[config.mk]
export PLATFORM = sky130hd
export DESIGN_NAME = usb_in_fifo_flat
export DESIGN_NICKNAME = d
export VERILOG_FILES = /design/src/rtl/usb_in_fifo_if.sv /design/src/rtl/usb_in_fifo.sv /design/src/flat_wrapper.sv
export SDC_FILE = /design/constraint.sdc
export NUM_CORES = 1
export LEC_CHECK = 0
export ABC_AREA = 1
export ABC_CLOCK_PERIOD_IN_PS = 2500
export CAP_MARGIN = 15
export CORE_MARGIN = 5
export CORE_UTILIZATION = 45
export DETAILED_ROUTE_END_ITERATION = 8
export GPL_TIMING_DRIVEN = 0
export MAX_ROUTING_LAYER = met4
export PLACE_DENSITY = 0.62
export SYNTH_ARGS = -nofsm -noshare
export SYNTH_HDL_FRONTEND = slang
export SYNTH_SLANG_ARGS = --single-unit
[constraint.sdc]
create_clock -name clk_48 -period 2.5 [get_ports clk_48]
set_input_delay 0.5 -clock clk_48 [delete_from_list [all_inputs] [get_ports clk_48]]
set_output_delay 0.5 -clock clk_48 [all_outputs]
set_load 0.01 [all_outputs]
[src/rtl/usb_in_fifo_if.sv]
// Handshake bundle between the application/usb core (master) and the IN FIFO (slave).
interface usb_in_fifo_if #(
  parameter int DEPTH   = 64,
  parameter int MAX_PKT = 8
);
  localparam int CW = $clog2(DEPTH + 1);
  localparam int LW = $clog2(MAX_PKT + 1);

  logic [7:0]    wr_data;
  logic          wr_valid;
  logic          wr_ready;
  logic          wr_flush;
  logic [CW-1:0] count;
  logic          pkt_avail;
  logic [LW-1:0] pkt_len;
  logic          pkt_start;
  logic [7:0]    rd_data;
  logic          rd_valid;
  logic          rd_en;
  logic          pkt_ack;
  logic          pkt_retry;

  modport master (
    output wr_data, wr_valid, wr_flush, pkt_start, rd_en, pkt_ack, pkt_retry,
    input  wr_ready, count, pkt_avail, pkt_len, rd_data, rd_valid
  );

  modport slave (
    input  wr_data, wr_valid, wr_flush, pkt_start, rd_en, pkt_ack, pkt_retry,
    output wr_ready, count, pkt_avail, pkt_len, rd_data, rd_valid
  );
endinterface

[src/rtl/usb_in_fifo.sv]
// Byte FIFO + packetiser feeding the usb IN path. Packets are read speculatively
// and only committed on host ACK; a retry rewinds and replays the same packet.
module usb_in_fifo #(
  parameter int DEPTH   = 64,
  parameter int MAX_PKT = 8
) (
  input  logic         clk_48,
  input  logic         rst,
  usb_in_fifo_if.slave bus
);
  localparam int AW = $clog2(DEPTH);
  localparam int PW = AW + 1;
  localparam int CW = $clog2(DEPTH + 1);
  localparam int LW = $clog2(MAX_PKT + 1);
  localparam logic [CW-1:0] DEPTH_C = CW'(DEPTH);
  localparam logic [CW-1:0] MAX_C   = CW'(MAX_PKT);
  localparam logic [LW-1:0] MAX_L   = LW'(MAX_PKT);

  typedef enum logic [1:0] {IDLE, SEND, WAIT_HS} state_t;
  state_t state, state_nx;

  logic [7:0]    mem [DEPTH];
  logic [PW-1:0] wr_ptr, cmt_ptr, spc_ptr, sop_ptr;
  logic [LW-1:0] len_q, rem_q;
  logic          flush_pend, lock;

  logic [CW-1:0] cnt;
  logic [LW-1:0] cand_len;
  logic          wr_rdy, wr_fire;
  logic          avail, rvld, start, rd_fire, do_ack, do_retry;

  // Extra pointer bit makes full (DEPTH) and empty (0) distinguishable.
  assign cnt      = CW'(wr_ptr - cmt_ptr);
  assign wr_rdy   = cnt < DEPTH_C;
  assign wr_fire  = bus.wr_valid && wr_rdy;
  // A rewound packet keeps its original length even if more data arrived.
  assign cand_len = lock ? len_q : ((cnt >= MAX_C) ? MAX_L : LW'(cnt));

  assign bus.wr_ready  = rst || wr_rdy;
  assign bus.count     = rst ? '0 : cnt;
  assign bus.pkt_avail = !rst && avail;
  assign bus.pkt_len   = (rst || !avail) ? '0 : cand_len;
  assign bus.rd_valid  = !rst && rvld;
  assign bus.rd_data   = (rst || !rvld) ? 8'h00 : mem[spc_ptr[AW-1:0]];

  // State register.
  always_ff @(posedge clk_48) begin
    if (rst) state <= IDLE;
    else     state <= state_nx;
  end

  // Next state and handshake decode; retry beats ack and rd_en.
  always_comb begin
    state_nx = state;
    avail    = 1'b0;
    rvld     = 1'b0;
    start    = 1'b0;
    rd_fire  = 1'b0;
    do_ack   = 1'b0;
    do_retry = 1'b0;
    case (state)
      IDLE: begin
        avail = lock || (cnt >= MAX_C) || flush_pend;
        if (bus.pkt_start && avail) begin
          start    = 1'b1;
          state_nx = (cand_len == '0) ? WAIT_HS : SEND;
        end
      end
      SEND: begin
        rvld = rem_q != '0;
        if (bus.pkt_retry) begin
          do_retry = 1'b1;
          state_nx = IDLE;
        end else if (bus.rd_en && rvld) begin
          rd_fire = 1'b1;
          if (rem_q == LW'(1)) state_nx = WAIT_HS;
        end
      end
      WAIT_HS: begin
        if (bus.pkt_retry) begin
          do_retry = 1'b1;
          state_nx = IDLE;
        end else if (bus.pkt_ack) begin
          do_ack   = 1'b1;
          state_nx = IDLE;
        end
      end
      default: state_nx = IDLE;
    endcase
  end

  // Byte storage; contents need no reset since pointers define validity.
  always_ff @(posedge clk_48) begin
    if (!rst && wr_fire) mem[wr_ptr[AW-1:0]] <= bus.wr_data;
  end

  // Pointers, packet length/remaining and the flush/lock flags.
  always_ff @(posedge clk_48) begin
    if (rst) begin
      wr_ptr     <= '0;
      cmt_ptr    <= '0;
      spc_ptr    <= '0;
      sop_ptr    <= '0;
      len_q      <= '0;
      rem_q      <= '0;
      flush_pend <= 1'b0;
      lock       <= 1'b0;
    end else begin
      if (wr_fire) wr_ptr <= wr_ptr + 1'b1;
      if (start) begin
        len_q   <= cand_len;
        rem_q   <= cand_len;
        sop_ptr <= cmt_ptr;
        spc_ptr <= cmt_ptr;
      end
      if (rd_fire) begin
        spc_ptr <= spc_ptr + 1'b1;
        rem_q   <= rem_q - 1'b1;
      end
      if (do_retry) begin
        spc_ptr <= sop_ptr;
        lock    <= 1'b1;
      end
      if (do_ack) begin
        cmt_ptr <= cmt_ptr + PW'(len_q);
        lock    <= 1'b0;
        // A full packet keeps a pending flush alive so a ZLP terminates the transfer.
        if (len_q < MAX_L) flush_pend <= 1'b0;
      end
      // A flush that coincides with an accepted write covers that byte too.
      if (bus.wr_flush) flush_pend <= 1'b1;
    end
  end
endmodule

[src/flat_wrapper.sv]
// flat-port wrapper written by rule: the top's interface ports become plain ports
module usb_in_fifo_flat 
#(
  parameter int DEPTH   = 64,
  parameter int MAX_PKT = 8
)
  (clk_48, rst, bus_wr_data, bus_wr_valid, bus_wr_flush, bus_pkt_start, bus_rd_en, bus_pkt_ack, bus_pkt_retry, bus_wr_ready, bus_count, bus_pkt_avail, bus_pkt_len, bus_rd_data, bus_rd_valid);
  usb_in_fifo_if #(.DEPTH(DEPTH), .MAX_PKT(MAX_PKT)) bus_i ();
  input  logic clk_48;
  input  logic rst;
  input wire logic [$bits(bus_i.wr_data)-1:0] bus_wr_data;
  input wire logic [$bits(bus_i.wr_valid)-1:0] bus_wr_valid;
  input wire logic [$bits(bus_i.wr_flush)-1:0] bus_wr_flush;
  input wire logic [$bits(bus_i.pkt_start)-1:0] bus_pkt_start;
  input wire logic [$bits(bus_i.rd_en)-1:0] bus_rd_en;
  input wire logic [$bits(bus_i.pkt_ack)-1:0] bus_pkt_ack;
  input wire logic [$bits(bus_i.pkt_retry)-1:0] bus_pkt_retry;
  output wire logic [$bits(bus_i.wr_ready)-1:0] bus_wr_ready;
  output wire logic [$bits(bus_i.count)-1:0] bus_count;
  output wire logic [$bits(bus_i.pkt_avail)-1:0] bus_pkt_avail;
  output wire logic [$bits(bus_i.pkt_len)-1:0] bus_pkt_len;
  output wire logic [$bits(bus_i.rd_data)-1:0] bus_rd_data;
  output wire logic [$bits(bus_i.rd_valid)-1:0] bus_rd_valid;
  assign bus_i.wr_data = bus_wr_data;
  assign bus_i.wr_valid = bus_wr_valid;
  assign bus_i.wr_flush = bus_wr_flush;
  assign bus_i.pkt_start = bus_pkt_start;
  assign bus_i.rd_en = bus_rd_en;
  assign bus_i.pkt_ack = bus_pkt_ack;
  assign bus_i.pkt_retry = bus_pkt_retry;
  assign bus_wr_ready = bus_i.wr_ready;
  assign bus_count = bus_i.count;
  assign bus_pkt_avail = bus_i.pkt_avail;
  assign bus_pkt_len = bus_i.pkt_len;
  assign bus_rd_data = bus_i.rd_data;
  assign bus_rd_valid = bus_i.rd_valid;
  usb_in_fifo #(.DEPTH(DEPTH), .MAX_PKT(MAX_PKT)) u_core (.clk_48(clk_48), .rst(rst), .bus(bus_i));
endmodule
---- After elaboration in Yosys (flattened, before gate mapping) ----
Memory sizes are Yosys's and may differ from the RTL's. A register that Yosys moved wholly into a read port is not among the register bits.
Cells that the tools add are included.
storage, ports and cells
  bits in registers ....................... 40
  bits in latches ......................... 0
  memory bits (writable) .................. 512
  ROM bits ................................ 0
  output and inout port bits .............. 22
  memories kept ........................... 1
memories
  memory      depth  width  rd ports  clocked after memory_dff  wr ports  RTL line           source
  u_core.mem  64     8      1         1                         1         usb_in_fifo.sv:22  logic [7:0] mem [DEPTH];
operators by class
  add/subtract/negate cells ............... 5
  multiply operators ...................... 0
  divide/modulo/power cells ............... 0
  order comparisons ....................... 3
  eq/ne operators ......................... 7
  shift-type cells ........................ 0
  muxes and demuxes ....................... 37
  bitwise operators ....................... 0
  reductions and logical operators ........ 25
operator list
  operator                                                                 number
  7-bit two-way mux                                                        4
  4-bit two-way mux                                                        5
  1-bit two-way mux                                                        17
  7-bit by 1-bit adder with 7-bit output, second input constant            2
  2-bit two-way mux                                                        7
  6-bit two-way mux                                                        2
  8-bit two-way mux                                                        1
  7-bit by 4-bit adder with 7-bit output                                   1
  7-bit by 4-bit >= comparator with 1-bit output, second input constant    1
  7-bit < comparator, second input constant                                1
  7-bit subtractor                                                         1
  1-bit logical AND                                                        6
  3-bit by 2-bit inequality test with 1-bit output, second input constant  2
  2-bit one-hot mux with 3 select lines                                    1
  2-bit nonzero test                                                       3
  1-bit logical OR                                                         5
  4-bit by 1-bit equality test with 1-bit output, second input constant    1
  4-bit logical NOT                                                        1
  4-bit < comparator, second input constant                                1
  4-bit AND reduction                                                      1
  4-bit nonzero test                                                       1
  2-bit OR reduction                                                       2
  4-bit by 1-bit subtractor with 4-bit output, second input constant       1
  1-bit logical NOT                                                        3
  other kinds (7)                                                          7

---- Logic depth before layout (Yosys ltp) ----
  depth after elaboration ................. 12
  mapped depth ............................ 18
  gate-level depth less buffers ........... 18

---- Worst setup path after synthesis ----
OpenSTA, ideal clock, no wires.
  path type ............................... reg2reg
  start point ............................. reg u_core.wr_ptr[0]
  end point ............................... mem u_core.mem[0][0], enable pin
  arrival ................................. 2.393 ns
  required time ........................... 2.129 ns
  setup slack ............................. -0.264 ns
  cell stages (with the launch flop) ...... 13
  clock period less this slack ............ 2.764 ns
  cells stage by stage .................... dfxtp_1 > inv_2 > ha_1 > fa_1 > inv_1 > nand2_1 > nand3_1 > nand2_1 > nand2_2 > nand2_1 > nor2_2 > nand4_1 > nor2_1
on the way
  longest elaborated chain between the ends .. 6
RTL lines
  what                                     RTL line            source
  start, declared                          usb_in_fifo.sv:23   logic [PW-1:0] wr_ptr, cmt_ptr, spc_ptr, sop_ptr;
  start signal, assigned                   usb_in_fifo.sv:109  if (wr_fire) wr_ptr <= wr_ptr + 1'b1;
  7-bit subtractor                         usb_in_fifo.sv:33   assign cnt = CW'(wr_ptr - cmt_ptr);
  7-bit < comparator                       usb_in_fifo.sv:34   assign wr_rdy = cnt < DEPTH_C;
  1-bit logical AND                        usb_in_fifo.sv:35   assign wr_fire = bus.wr_valid && wr_rdy;
  1-bit logical AND                        usb_in_fifo.sv:94   if (!rst && wr_fire) mem[wr_ptr[AW-1:0]] <= bus.wr_data;
  1-bit two-way mux                        usb_in_fifo.sv:94
  1-bit two-way mux (not written as such)  usb_in_fifo.sv:94
  end, declared                            usb_in_fifo.sv:22
Several ways; a longest one is shown, not always the timed one.

==> reports/results.txt <==
Filler cells - 3796
Final setup vio count - 194
Met2 routed WL - 39700 microns
Slew @ Worst Pin - 0.792 ns
RSZ-0062 raised after global routing - yes
Reg-to-reg endpoint - u_core.mem[33][3]
R2r setup slk - -0.16 ns
Routed length on met3 - 9590 microns
Unique masters post-synth - 38
Clock share of power - 0.283
P&R area growth vs syn - 33.7%
Most common cell after layout, fill and taps aside - edfxtp_1
Post-synthesis instance total - 1890
Run status - complete, but fails checks
Via count - 18118
Final net count - 2170
RR Startpoint - u_core.wr_ptr[0]
Post-route setup slack - -0.894 ns
Clock buffer depth - 3
Worst-path maximum fanout - 11
End of the critical path - bus_rd_data[5]
Initial core utilization - 0.456
Placed wire-length estimate - 55800 microns
Antenna viol nets, final - 0
Total CTS buffers - 56
Final min period - 3.39 ns
Worst endpoint data arrival time - 2.89 ns
R2R cell count - 15
Setup TNS - -19.56 ns
Total GRT Usage - 0.311
Crit share post-route - 1.36
Syn Std Cell Area - 0.0229 sq mm
Via/cell ratio - 6.36
Global-route wire length before repair - 122000 microns
FMAX - 0.295 GHz
Worst-Skew Late Latency - 0.62 ns
Placer's final routability congestion estimate - 0.975
Die area - 0.0555 sq mm
Worst path bufs/invs - 4
Clock Pin Slew Worst Setup and Hold Paths - 0.06 ns
Cell class contributing the biggest share of worst-path delay - buffers and inverters
Root Buffer Master - clkbuf_16
Path type of the worst min-delay path - primary input to flip-flop
Clock skew - 0.0228 ns
Comb pwr share - 0.350
Syn nets - 1926
Vias in the first global route - 17179
Worst Setup End Kind - primary output
Port bufs - 37
Fin area - 0.0306 sq mm
Grt total ovfl - 0
Most frequent cells in the layout - edfxtp_1 (512), nor2_1 (292), o21ai_0 (258)
Overall die width - 236 microns
Switch Pwr - 10.1 mW
Final Hold Viols - 0
TritonRoute pass-1 iters - 5
Max_cap viols - 0
Largest net degree at the start of global routing - 46
H-tree depth - 2
Ys Warns - 0
Metal-1 WL - 33600 microns
Ys flop type - edfxtp_1
Top Metal Used - met4
Height of the die - 236 microns
Startpoint Class - flip-flop
Num Clock Sinks - 556
Post-Route WL - 87500 microns
Sequential share of power - 0.367
CORE AREA - 0.0503 sq mm
CP peak stage delay - 0.41 ns
CTS tree - built
DRT iter0 DRCs - 2747
Sw frac - 0.356
Cell Int Power - 18.3 mW
Kind of critical path - flip-flop to primary output
CP max stage cell - dfxtp_4
Cell mode on critical path - buf_12
WP data required - 2.00 ns
Seq/Total Area, Yosys - 0.710
Critical-path cell list - buf_12 > buf_12 > buf_8 > nor2_1 > o221ai_2 > nand3_2 > o211ai_1 > nand3_1 > a21oi_2 > buf_2
Hold_buf cts - 0
Failing checks - negative setup slack
WL/cell - 30.7 microns
WP depth - 10
Leakage - 10.3 nW
Initial antenna violation count - 1
Slew HR - 0.472
Post-DP Area - 0.0243 sq mm
Maximum vdd drop - 0.528 mV
Post-Syn Area per Cell - 12.1 sq um
Drt drc - 0
Fraction of registers with async set/reset - 0
Layout cells sized above 1 - 0.298
Seq cells post-synth - 556
Top-Level Pins - 38
Pwr per Cell Area - 928 mW/mm^2
Max-slew violations - 0
FP Rows - 82
Number of flops mapped to enable cells by yosys - 512
[sequential cells by signal, indices dropped and copies added, names as in the netlist, named ones only]
| name | flops |
|---|---|
| u_core.spc_ptr | 6 |
| u_core.len_q | 4 |
| u_core.lock | 1 |
| u_core.rem_q | 4 |
| u_core.wr_ptr | 7 |
| u_core.cmt_ptr | 7 |
| u_core.state | 2 |
| u_core.mem | 512 |
| u_core.flush_pend | 1 |
| u_core.sop_ptr | 6 |
[metrics by stage]
step	power [mW]	util	instances	setup slack [ns]	hold slack, ns
6_report	28.4	0.609	2850	-0.894	0.389
5_1_grt	28.9	0.609	2849	-0.877	0.394
4_1_cts	27.5	0.597	2832	-0.809	0.367
3_5_place_dp	17.0	0.484	2610	-1.73	0.443
3_3_place_gp	17.0	0.481	2599	-1.69	0.442
2_1_floorplan	13.8	-	1890	-0.213	0.425
[synthesized netlist by cell type, types with 9 or more instances]
cell	n	share of area
nand2_1	95	0.016
dfxtp_1	44	0.038
edfxtp_1	512	0.67
nand4_1	9	0.0025
nand3_1	117	0.026
nor3_1	12	0.0026
buf_2	33	0.0072
o211ai_1	16	0.0052
clkbuf_1	76	0.012
nor2_1	370	0.061
o21ai_0	288	0.063
o22ai_1	31	0.0085
ha_1	18	0.0098
o221ai_1	100	0.038
a21oi_1	48	0.010
inv_1	73	0.012
[cell type report]
class	count	area (sq um)	share of cell area
flip-flops and latches	556	16300	0.532
multi-input cells	1140	7650	0.250
repair buffers	188	2440	0.0798
clock buffers	67	1460	0.0478
plain buffers	115	1370	0.0446
well taps	672	841	0.0275
inverters	77	343	0.0112
clock inverters	33	231	0.00756
diodes	2	5.00	0.000163
[how the worst min path moves through the flow]
stage / from / end / slack [ns] / cells past startpoint
floorplan: u_core.sop_ptr[0] / u_core.sop_ptr[0] / 0.42 / 2
global placement: u_core.sop_ptr[0] / u_core.sop_ptr[0] / 0.44 / 2
detailed placement: u_core.sop_ptr[0] / u_core.sop_ptr[0] / 0.44 / 2
CTS: bus_wr_data[3] / u_core.mem[55][3] / 0.37 / 1
global route: bus_wr_data[4] / u_core.mem[0][4] / 0.39 / 1
finish: bus_wr_data[4] / u_core.mem[0][4] / 0.39 / 1
[power by group through the flow]
| stage | clock [mW] | combinational [mW] | sequential (mW) |
|---|---|---|---|
| after floorplan | 0 | 3.29 | 10.5 |
| after global placement | 0 | 6.37 | 10.6 |
| after detailed placement | 0 | 6.44 | 10.6 |
| after CTS | 8.01 | 9.03 | 10.4 |
| after global routing | 8.40 | 10.1 | 10.4 |
| final | 8.05 | 9.95 | 10.4 |
[what timing repair did]
| action | in CTS | in global routing |
|---|---|---|
| gates cloned | 9 | 3 |
| buffers inserted | 124 | 22 |
| resized for setup | 684 | 111 |
| setup endpoints to repair | 564 | 552 |
| hold endpoints to repair | 0 | 0 |
| pin swaps | 157 | 107 |
[per-layer routing]
layer | track usage | vias up
met5 | - | -
li1 | - | 7506
met3 | 0.0601 | 252
met1 | 0.415 | 8999
met4 | 0.135 | 0
met2 | 0.470 | 1361
[cell families after synthesis]
family / Yosys count / synth area share
AOI/OAI and AO/OA: 489 / 0.127
adders and majority gates: 20 / 0.0116
and+or+nand+nor: 621 / 0.113
buffers and inverters: 194 / 0.0347
xor gates and xnor gates: 10 / 0.00382
DFF: 556 / 0.710
[worst reg2reg max path, cell delays in order (launching register included)]
cell and delay (ns):
dfxtp_4 0.38, inv_8 0.03, ha_4 0.15, fa_2 0.35
inv_2 0.08, nand2_1 0.06, nand3_2 0.06, nand2_2 0.06
nand2_4 0.11, nand2_8 0.09, nor2_4 0.16, nand4_1 0.21
buf_6 0.21, buf_12 0.14, nor2_4 0.12, buf_12 0.15
Note: power is estimated with default switching activity, not from simulation.
